[src/rtl/relay_pkg.sv]
// relay_pkg: shared register indices, instruction classes, FSM states and opcode fields for the register-transfer sequencer
package relay_pkg;
  typedef enum logic [2:0] {R_A, R_B, R_C, R_D, R_M1, R_M2, R_X, R_Y} reg_idx_t;
  typedef enum logic [1:0] {C_MOV8, C_ALU, C_SETAB, C_ILLEGAL} instr_class_t;
  typedef enum logic [2:0] {S_IDLE, S_DRIVE, S_LOAD, S_HOLD, S_DONE, S_ERR} state_t;
  localparam logic [1:0] OP_MOV8  = 2'b00;
  localparam logic [1:0] OP_SETAB = 2'b01;
  localparam logic [3:0] OP_ALU   = 4'b1000;
endpackage

[src/rtl/xfer_decode.sv]
// xfer_decode: combinational instr -> {cls, src, dst, clear, alu_fn, imm_value}; clear means MOV8 with src==dst
module xfer_decode
  import relay_pkg::*;
(
  input  logic [7:0]   instr,
  output instr_class_t cls,
  output reg_idx_t     src,
  output reg_idx_t     dst,
  output logic         clear,
  output logic [2:0]   alu_fn,
  output logic [7:0]   imm_value
);
  always_comb begin
    cls = instr[7:6] == OP_MOV8 ? C_MOV8 : instr[7:6] == OP_SETAB ? C_SETAB : instr[7:4] == OP_ALU ? C_ALU : C_ILLEGAL;
    src = reg_idx_t'(instr[2:0]);
    dst = cls == C_MOV8 ? reg_idx_t'(instr[5:3]) : cls == C_ALU ? (instr[3] ? R_D : R_A) : (instr[5] ? R_B : R_A);
    clear = instr[5:3] == instr[2:0];
    alu_fn = instr[2:0];
    imm_value = {{3{instr[4]}}, instr[4:0]};
  end
endmodule

[src/rtl/reg_xfer_sequencer.sv]
// reg_xfer_sequencer: drive bus source, settle, load pulse, hold, release (in: clk reset start instr; out: busy done err ld sel alu_fn alu_to_bus imm_en imm_value)
module reg_xfer_sequencer
  import relay_pkg::*;
#(
  parameter int SETTLE_CYCLES = 2
) (
  input  logic       clk,
  input  logic       reset,
  input  logic       start,
  input  logic [7:0] instr,
  output logic       busy,
  output logic       done,
  output logic       err,
  output logic [7:0] ld,
  output logic [7:0] sel,
  output logic [2:0] alu_fn,
  output logic       alu_to_bus,
  output logic       imm_en,
  output logic [7:0] imm_value
);
  localparam int CW = SETTLE_CYCLES > 1 ? $clog2(SETTLE_CYCLES) : 1;
  state_t state, nxt;
  logic [CW-1:0] cnt;
  instr_class_t d_cls, cls_q, k;
  reg_idx_t d_src, d_dst, src_q, dst_q, src_f, dst_f;
  logic d_clear, clr_q, clr_f, idle, src_on;
  logic [2:0] d_fn, fn_q, fn_f;
  logic [7:0] d_imm, imm_q, imm_f;
  xfer_decode u_dec (
    .instr(instr),
    .cls(d_cls),
    .src(d_src),
    .dst(d_dst),
    .clear(d_clear),
    .alu_fn(d_fn),
    .imm_value(d_imm)
  );
  always_comb begin
    idle = state == S_IDLE;
    k = idle ? d_cls : cls_q;
    src_f = idle ? d_src : src_q;
    dst_f = idle ? d_dst : dst_q;
    clr_f = idle ? d_clear : clr_q;
    fn_f = idle ? d_fn : fn_q;
    imm_f = idle ? d_imm : imm_q;
    nxt = idle ? (start ? (d_cls == C_ILLEGAL ? S_ERR : S_DRIVE) : S_IDLE)
        : state == S_DRIVE ? (cnt == CW'(SETTLE_CYCLES - 1) ? S_LOAD : S_DRIVE)
        : state == S_LOAD ? S_HOLD
        : state == S_HOLD ? S_DONE : S_IDLE;
    src_on = nxt == S_DRIVE || nxt == S_LOAD || nxt == S_HOLD;
  end
  always_ff @(posedge clk) begin
    if (reset) begin
      state <= S_IDLE;
      cnt <= '0;
      cls_q <= C_ILLEGAL;
      src_q <= R_A;
      dst_q <= R_A;
      clr_q <= 1'b0;
      fn_q <= '0;
      imm_q <= '0;
      busy <= 1'b0;
      done <= 1'b0;
      err <= 1'b0;
      ld <= '0;
      sel <= '0;
      alu_fn <= '0;
      alu_to_bus <= 1'b0;
      imm_en <= 1'b0;
      imm_value <= '0;
    end else begin
      state <= nxt;
      cnt <= state == S_DRIVE && nxt == S_DRIVE ? cnt + CW'(1) : '0;
      if (idle && start) begin
        cls_q <= d_cls;
        src_q <= d_src;
        dst_q <= d_dst;
        clr_q <= d_clear;
        fn_q <= d_fn;
        imm_q <= d_imm;
      end
      busy <= src_on;
      done <= nxt == S_DONE;
      err <= nxt == S_ERR;
      ld <= nxt == S_LOAD ? 8'd1 << dst_f : '0;
      sel <= src_on && k == C_MOV8 && !clr_f ? 8'd1 << src_f : '0;
      alu_fn <= src_on && k == C_ALU ? fn_f : '0;
      alu_to_bus <= src_on && k == C_ALU;
      imm_en <= src_on && k == C_SETAB;
      imm_value <= src_on && k == C_SETAB ? imm_f : '0;
    end
  end
endmodule

[config.mk]
export PLATFORM = sky130hd
export DESIGN_NAME = reg_xfer_sequencer
export DESIGN_NICKNAME = d
export VERILOG_FILES = /design/src/rtl/relay_pkg.sv /design/src/rtl/xfer_decode.sv /design/src/rtl/reg_xfer_sequencer.sv
export SDC_FILE = /design/constraint.sdc
export NUM_CORES = 1
export LEC_CHECK = 0
export ABC_AREA = 1
export CAP_MARGIN = 20
export CORE_ASPECT_RATIO = 0.75
export CORE_MARGIN = 4
export CORE_UTILIZATION = 33
export CTS_CLUSTER_SIZE = 24
export DETAILED_ROUTE_END_ITERATION = 16
export PLACE_DENSITY = 0.6
export RECOVER_POWER = 100
export SETUP_SLACK_MARGIN = 0.4
export SLEW_MARGIN = 20
export SYNTH_ARGS = -nofsm -noshare
export SYNTH_HDL_FRONTEND = slang
export SYNTH_HIERARCHICAL = 1
export SYNTH_SLANG_ARGS = --single-unit
[constraint.sdc]
create_clock -name clk -period 2.8 [get_ports clk]
set_input_delay 0.42 -clock clk [delete_from_list [all_inputs] [get_ports clk]]
set_output_delay 0.42 -clock clk [all_outputs]
set_load 0.005 [all_outputs]
* Word level (Yosys, flattened, before mapping) *
Index checks and enable logic that the tools add are counted.

storage, ports and cells
  output and inout port bits = 32
  bits of input ports = 11
  logic and storage cells = 76
  register bits after elaboration = 50

cells by class
  bitwise operators = 5
  shift-type cells = 2
  muxes and demuxes = 19
  reduce and logical (&&, ||, !) cells = 18
  equal/unequal tests = 15
  add/subtract/negate cells = 1

operator list
  cell                                                 number
  2-to-1 mux 3 bit                                     10
  << shifter 1 x 3 -> 8 bit, first input constant      2
  equality test 3 x 2 -> 1 bit, second input constant  4
  2-to-1 mux 2 bit                                     6
  OR reduction 2 bit                                   5
  2-to-1 mux 8 bit                                     1
  equality test 2 x 1 -> 1 bit, second input constant  3
  equality test 3 x 1 -> 1 bit, second input constant  2
  equality test 3 bit, second input constant           2
  logical AND 1 bit                                    6
  logical NOT 2 bit                                    3
  NOT 1 bit                                            5
  equality test 2 bit, second input constant           2
  equality test 4 bit, second input constant           1
  equality test 3 bit                                  1
  logical NOT 3 bit                                    1
  logical OR 1 bit                                     2
  2-to-1 mux 1 bit                                     2
  adder 1 bit, second input constant                   1
  logical NOT 1 bit                                    1

* Logic depth before layout (Yosys ltp) *
Gate-level depths: netlist (run 1).

  word-level depth = 15
  depth in mapped cells = 9
  mapped depth without buffers = 9

* Cells and area by module *
The synthesis (run 1) kept the hierarchy.

modules (own cells, without submodules)
  module              seq. area each (um^2)  times used  area an instance (um^2)  cells an instance
  reg_xfer_sequencer  1121.1                 1           2114.5                   276
  xfer_decode         0.0                    1           202.7                    34

* Worst setup path after synthesis (run 1) *
No wires, ideal clock.

  path kind = input to register
  from = input instr[4]
  to = register imm_value[2]
  setup slack = 1.427 ns
  cell stages on the path = 8
  required time = 2.679 ns
  buffers on the path = 1
  library setup time = 0.121 ns
  arrival time = 1.252 ns
  path through = inv_1 a21oi_1 nand3_1 o21ai_2 inv_1 nand3_2 buf_6 nor3_1

between the ends
  word-level cells in the longest chain between the ends = 14
  elaborated cells between the ends (all ways) = 18
  those cells by class = eq/ne (6); mux (7); bitwise (1); reduce/logical (4)

RTL lines
  what                                                                          RTL line                  source
  from (decl)                                                                   reg_xfer_sequencer.sv:10  input logic [7:0] instr,
  equality test 4 bit *                                                         xfer_decode.sv:14         cls = instr[7:6] == OP_MOV8 ? C_MOV8 : instr[7:6] == OP_SETAB ? C_SETAB : instr[7:4] == OP_ALU ? C_ALU : C_ILL ...
  2-to-1 mux 2 bit * (3 in series)                                              xfer_decode.sv:14
  net d_cls[1]                                                                  reg_xfer_sequencer.sv:24  instr_class_t d_cls, cls_q, k;
  equality test 2 bit                                                           reg_xfer_sequencer.sv:46  nxt = idle ? (start ? (d_cls == C_ILLEGAL ? S_ERR : S_DRIVE) : S_IDLE)
  2-to-1 mux 3 bit (3 in series)                                                reg_xfer_sequencer.sv:46
  equality test 3 x 1 -> 1 bit or equality test 3 x 2 -> 1 bit (tied branches)  reg_xfer_sequencer.sv:50  src_on = nxt == S_DRIVE || nxt == S_LOAD || nxt == S_HOLD;
  logical OR 1 bit (2 in series)                                                reg_xfer_sequencer.sv:50
  logical AND 1 bit *                                                           reg_xfer_sequencer.sv:90  imm_value <= src_on && k == C_SETAB ? imm_f : '0;
  NOT 1 bit (no source line) *                                                  n/a
  OR reduction 2 bit (no source line) *                                         n/a
  to (signal assigned)                                                          reg_xfer_sequencer.sv:90
  to (decl)                                                                     reg_xfer_sequencer.sv:19  output logic [7:0] imm_value

Mark *: on every way through the listed nets, which the timed path passes. The rest lies on a longest branch.
A chain may end at the register's enable or synchronous reset.

* Final worst setup path (run 1) *
  from = register state[2]
  to = register alu_fn[2]

between the ends
  word-level cells in the longest chain between the ends = 11
  elaborated cells between the ends (all ways) = 19
  those cells by class = eq/ne (7); mux (6); bitwise (1); reduce/logical (5)

RTL lines
  what                                                                          RTL line                  source
  from (decl)                                                                   reg_xfer_sequencer.sv:22  state_t state, nxt;
  from (signal assigned)                                                        reg_xfer_sequencer.sv:72  state <= nxt;
  equality test 3 x 2 -> 1 bit                                                  reg_xfer_sequencer.sv:49  : state == S_HOLD ? S_DONE : S_IDLE;
  2-to-1 mux 3 bit                                                              reg_xfer_sequencer.sv:49
  2-to-1 mux 3 bit                                                              reg_xfer_sequencer.sv:48  : state == S_LOAD ? S_HOLD
  2-to-1 mux 3 bit                                                              reg_xfer_sequencer.sv:47  : state == S_DRIVE ? (cnt == CW'(SETTLE_CYCLES - 1) ? S_LOAD : S_DRIVE)
  2-to-1 mux 3 bit                                                              reg_xfer_sequencer.sv:46
  equality test 3 x 1 -> 1 bit or equality test 3 x 2 -> 1 bit (tied branches)  reg_xfer_sequencer.sv:50
  logical OR 1 bit (2 in series)                                                reg_xfer_sequencer.sv:50
  logical AND 1 bit                                                             reg_xfer_sequencer.sv:87  alu_fn <= src_on && k == C_ALU ? fn_f : '0;
  NOT 1 bit (no source line)                                                    n/a
  OR reduction 2 bit (no source line)                                           n/a
  to (signal assigned)                                                          reg_xfer_sequencer.sv:87
  to (decl)                                                                     reg_xfer_sequencer.sv:16  output logic [2:0] alu_fn,

Parallel ways exist; a longest one is shown, timed or not.

==> results of run 1 <==
## metal layers
layer / wire length (um) / global-route usage, % / vias to the layer above
li1: - / - / 1007
met1: 2316 / 15.63 / 873
met2: 2240 / 18.95 / 38
met3: 271 / 2.892 / 2
met4: 41 / 4.587 / 0
met5: 0 / 0 / -
## state kept, by name, indices dropped and copies added (netlist names), 2 cells and up
register	count
alu_fn	3
cls_q	2
dst_q	3
fn_q	3
imm_q	8
imm_value	8
ld	8
sel	8
src_q	3
state	3
## power groups by stage
stage                     registers, mW  logic [mW]  clock network [mW]
after floorplan                   0.866       0.226                   0
after global placement            0.866       0.290                   0
after detailed placement          0.867       0.292                   0
after CTS                         0.848       0.293               0.466
after global routing              0.852       0.324               0.496
final                             0.847       0.282               0.448
## cell families (layout without fill, tap and decap cells)
| kind of cell | after synthesis | count (layout) |
|---|---|---|
| flops | 56 | 56 |
| buf+inv | 64 | 91 |
| compound gates | 35 | 35 |
| simple gates | 152 | 152 |
| xor+xnor | 3 | 3 |
## worst min path at each step
| stage | to | depth (start not counted) |
|---|---|---|
| detailed placement | src_q[0]$_SDFFE_PP0P_ | 2 |
| CTS | src_q[0]$_SDFFE_PP0P_ | 2 |
| floorplan | dst_q[2]$_SDFFE_PP0P_ | 2 |
| global route | src_q[1]$_SDFFE_PP0P_ | 2 |
| finish | src_q[0]$_SDFFE_PP0P_ | 2 |
| global placement | src_q[0]$_SDFFE_PP0P_ | 2 |
## layout by cell type (no fill, tap or decap), types with 4 or more instances in the layout
master,n
nand2_1,77
dfxtp_1,56
inv_1,36
dlygate4sd3_1,33
nor2_1,32
nand3_1,23
a21oi_1,19
nor3_1,12
clkdlybuf4s50_1,9
o21ai_1,6
clkbuf_8,6
o21ai_0,5
clkbuf_1,4
## metrics by stage
step / hold slack [ns] / utilization [%] / area [um2]
2_1_floorplan: 0.4296 / - / 2317
3_3_place_gp: 0.4386 / 39.38 / 2690
3_5_place_dp: 0.4461 / 39.38 / 2690
4_1_cts: 0.4594 / 40.70 / 2780
5_1_grt: 0.4877 / 40.44 / 2763
6_report: 0.4551 / 40.44 / 2763
## layout make-up
cell class                 count  area [um2]
clock buffer                   8       90.09
fill                         705        4069
inverter                      38       142.6
multi-input combinational    190       868.3
sequential                    56        1121
tap                           84       105.1
timing repair buffer          45       435.4
## worst reg2reg max path, delay by kind of cell, from the launching register on
kind	cells	cell delay, ns
AND/OR/NAND/NOR	5	1.79
flip-flops	1	0.34
==> flow_metrics.tcl, run 1 <==
set metrics [dict create \
    power.share.clock_pct 28.4 \
    rr_worst_depth 5 \
    period_share_pct 79.77 \
    hp-class "flip-flop to flip-flop" \
    io_pins 43 \
    cts_hold_buffers 0 \
    p_comb_share_pct 17.9 \
    rr_endpoint "alu_fn[2]$_SDFF_PP0_" \
    stdcell_count 421 \
    num_rows 26 \
    drt_wl_total_mm 4.869 \
    r2r_slack_ns 0.57 \
    netSwitchingPower_mw 0.4450 \
    crit_arrival_ns 2.44 \
    post_drt_wl_per_cell_um 11.57 \
    synth_xor_area_share_pct 1.134 \
    min_from "src_q[0]$_SDFFE_PP0P_" \
    cp.depth 5 \
    yosys.area_share.simple_pct 28.62 \
    n_antenna_cell 0 \
    cts_buffers 5 \
    antenna_left 0 \
    dp_cells 413 \
    crit_path_top_delay_cell "nand3_2" \
    drive_above_1_share_pct 4.451 \
    grt_pass1_wl_mm 8.031 \
    hpwlAfterDp_mm 3.430 \
    vias 1920 \
    start_util_pct 33.92 \
    synth-seq-area-share_pct 48.38 \
    htree_levels 2 \
    grt_max_degree 29 \
    netlist_instances 310 \
    fin_crit_ns 2.234 \
    powerDensity_nw_per_um2 570.6 \
    crit_chain "nor2_4, nand3_2, nand4_1, nand3_1, nor3_1" \
    cts_setup_buffers 0 \
    yosys.area_share.adder_pct 0 \
    p_int_mw 1.132 \
    dieArea_um2 8441 \
    synth-compound-area-share_pct 8.153 \
    yosysTopAreaCell "dfxtp_1" \
    slowest_delay_ns 0.44 \
    track_usage_pct 11.90 \
    core_area_um2 6832 \
    critPathKind "flip-flop to flip-flop" \
    yosysMostFrequentCell "nand2_1" \
    clk_pin_slew_worst_paths_ns 0.10 \
    relSlewSlack_pct 37.32 \
    p_sw_share_pct 28.23 \
    grt_pass1_vias 1672 \
    setup_viol 0 \
    die_y_um 80.57 \
    reg2reg_from "state[2]$_SDFF_PP0_" \
    status "finished clean" \
    portBuffers 42 \
    setup.worst_path.end "alu_fn[2]$_SDFF_PP0_" \
    grt_overflow 0 \
    crit_family "simple AND/OR/NAND/NOR gates" \
    finalPower_mw 1.576 \
    startpoint_type "flip-flop" \
    cap_viol_max_count 0 \
    die_x_um 104.8 \
    finalSetupTns_ns 0 \
    fmax_mhz 447.7 \
    viasPerCell 4.561 \
    finalNetCount 347 \
    hold_viol 0 \
    critPathLaunch "state[2]$_SDFF_PP0_" \
    area_growth_pct 19.22 \
    synthTopCellsByCount "nand2_1 (77), dfxtp_1 (56), inv_1 (35)" \
    end_kind "flip-flop" \
    drtPass1Iterations 4 \
    ys_types 27 \
    cts_tree "built" \
    place_ws_ns 0.6043 \
    syn-num-nets 321 \
    ys_seq_elements 56 \
    avgSynthCellArea_um2 7.475 \
    fin_ws_ns 0.5665 \
    place_congestion 0.8356 \
    insertion_delay_ns 0.30 \
    cp.required_ns 3.00 \
    clockRootBuffer "clkbuf_8" \
    drc 0 \
    drt_iter0_drc 93 \
    rsz0062_at_grt "false" \
    drv_slew 0 \
    synth_top_family_by_area "simple AND/OR/NAND/NOR gates" \
    synth-async-reset-ratio_pct 0 \
    synth_area_leaders "dfxtp_1 (48%), nand2_1 (12%), inv_1 (5.7%)" \
    synth_edf_count 0 \
    yosys_most_used_dff "dfxtp_1" \
    peakVddDrop_v 0.0001959 \
    cp_num_buf_inv 0 \
    antenna_found_initial 0 \
    synth_top_cell_area_share_pct 48.38 \
    tightestPinTransition_ns 0.9402 \
    worstPathMaxFanout 19 \
    synth_area_um2 2317 \
    p_leak_nw 1.287 \
    ctsResizeCount 0 \
    clock_sinks 56 \
    cts_buffer_depth 2 \
    pwr-share-seq_pct 53.7 \
    synthMuxAreaShare_pct 0 \
    skew_ns 0.007585 \
    ys_warn_count 6 \
]
Power figures use the tool's default switching activity.
==> run 2: changes to the inputs <==
- PLACE_DENSITY: 0.6 -> 0.62
- clock period: 2.8 -> 1.9 ns (I/O delays scaled with it)
==> flow_metrics.tcl, run 2 (synthesized netlist as in run 1, its figures left out) <==
set metrics [dict create \
    hpwlAfterDp_mm 3.657 \
    dp_cells 423 \
    p_int_mw 1.709 \
    p_leak_nw 1.444 \
    relSlewSlack_pct 71.68 \
    final_cell_mix "nand2_1 (75), dfxtp_1 (55), inv_1 (35)" \
    drtPass1Iterations 4 \
    pwr-share-seq_pct 51.3 \
    cts_buffer_depth 2 \
    io_pins 43 \
    fmax_mhz 614.3 \
    drt_iter0_drc 107 \
    fillers 683 \
    antenna_left 0 \
    p_comb_share_pct 21.4 \
    hp-class "input pin to flip-flop" \
    place_congestion 0.8243 \
    drv_slew 0 \
    n_antenna_cell 0 \
    stdcell_count 439 \
    grt_max_degree 29 \
    crit_arrival_ns 1.83 \
    htree_levels 2 \
    cts_tree "built" \
    grt_pass1_vias 1922 \
    clock_sinks 56 \
    insertion_delay_ns 0.31 \
    layout_commonest_cell "nand2_1" \
    clockRootBuffer "clkbuf_8" \
    cp.required_ns 2.11 \
    fin_crit_ns 1.628 \
    status "finished clean" \
    rsz0062_at_grt "true" \
    core_area_um2 6832 \
    setup_viol 0 \
    finalNetCount 365 \
    netSwitchingPower_mw 0.7285 \
    p_sw_share_pct 29.89 \
    track_usage_pct 13.06 \
    placed_area_um2 2765 \
    vias 2022 \
    cts_buffers 5 \
    period_share_pct 85.68 \
    die_x_um 104.8 \
    post_drt_wl_per_cell_um 12.28 \
    powerDensity_nw_per_um2 796.0 \
    cap_viol_max_count 0 \
    area_growth_pct 32.13 \
    die_y_um 80.57 \
    antenna_found_initial 0 \
    final_core_util_pct 44.82 \
    power.share.clock_pct 27.2 \
    hold_ws_ns 0.4100 \
    dieArea_um2 8441 \
    portBuffers 42 \
    startpoint_type "flip-flop" \
    hold_viol 0 \
    start_util_pct 33.92 \
    drt_wl_total_mm 5.390 \
    grt_pass1_wl_mm 8.921 \
    fin_area_um2 3062 \
    critPathKind "flip-flop to flip-flop" \
    skew_ns 0.007709 \
    drive_above_1_share_pct 14.93 \
    drc 0 \
    viasPerCell 4.606 \
    grt_overflow 0 \
    cts_hold_buffers 0 \
    clk_pin_slew_worst_paths_ns 0.09 \
    end_kind "flip-flop" \
    num_rows 26 \
    worstPathMaxFanout 14 \
    peakVddDrop_v 0.0002788 \
    tightestPinTransition_ns 0.4243 \
]
==> run 2: worst max-delay path, cell delays in order, from the launching register on <==
cell and delay [ns]:
dfxtp_1 0.34, nor2_4 0.14, buf_12 0.13, clkbuf_1 0.19
nand2_4 0.16, o21ai_0 0.33, inv_1 0.10, nand2_1 0.10
nor2_1 0.04
==> run 2: final timing paths <==
kind | from | endpoint | slack (ns) | cells after the start
max | state[2]$_SDFF_PP0_ | ld[7]$_SDFF_PP0_ | 0.27 | 8
min | instr[7] | cls_q[0]$_SDFFE_PP1P_ | 0.41 | 4
max reg2reg | state[2]$_SDFF_PP0_ | ld[7]$_SDFF_PP0_ | 0.27 | 8
min reg2reg | src_q[0]$_SDFFE_PP0P_ | src_q[0]$_SDFFE_PP0P_ | 0.46 | 2
==> run 2: through the flow <==
| stage | setup TNS [ns] | worst slack (ns) | total power [mW] |
|---|---|---|---|
| 5_1_grt | 0 | 0.2022 | 2.581 |
| 3_5_place_dp | -0.2977 | -0.03394 | 1.724 |
| 2_1_floorplan | 0 | 0.6296 | 1.610 |
| 6_report | 0 | 0.2722 | 2.437 |
| 4_1_cts | 0 | 0.3803 | 2.411 |
| 3_3_place_gp | 0 | 0.01494 | 1.716 |
==> run 2: timing repair <==
item	4_1_cts	5_1_grt
buffers inserted	4	2
gates resized for setup	9	35
pin swaps	2	13
gates cloned	0	2
setup endpoints to repair	35	43
==> run 2: layout make-up <==
type	instances	area (um2)	share of cell area [%]
inverter	38	152.6	4.986
timing repair buffer	61	588.1	19.21
clock inverter	2	10.01	0.3269
sequential	56	1125	36.74
tap	84	105.1	3.433
clock buffer	6	82.58	2.697
multi-input combinational	192	998.5	32.61
==> run 2: per-layer routing <==
layer	part of all wire (%)	vias up	track usage [%]
met4	0.78	0	3.801
met5	0	-	0
met2	47	36	21.77
met3	3.8	5	3.293
met1	48	937	16.80
li1	-	1044	-
==> run 2: power groups by stage <==
stage / Sequential (mW) / Combinational, mW / Clock, mW
final: 1.25 / 0.523 / 0.664
after global routing: 1.26 / 0.584 / 0.738
after CTS: 1.25 / 0.473 / 0.686
after detailed placement: 1.28 / 0.446 / 0
after global placement: 1.28 / 0.439 / 0
after floorplan: 1.28 / 0.333 / 0
==> run 3: changes to the inputs <==
- CTS_CLUSTER_DIAMETER: unset -> 60
==> results of run 3 <==
Final layout, timing and power as in run 2 (identical DEF).
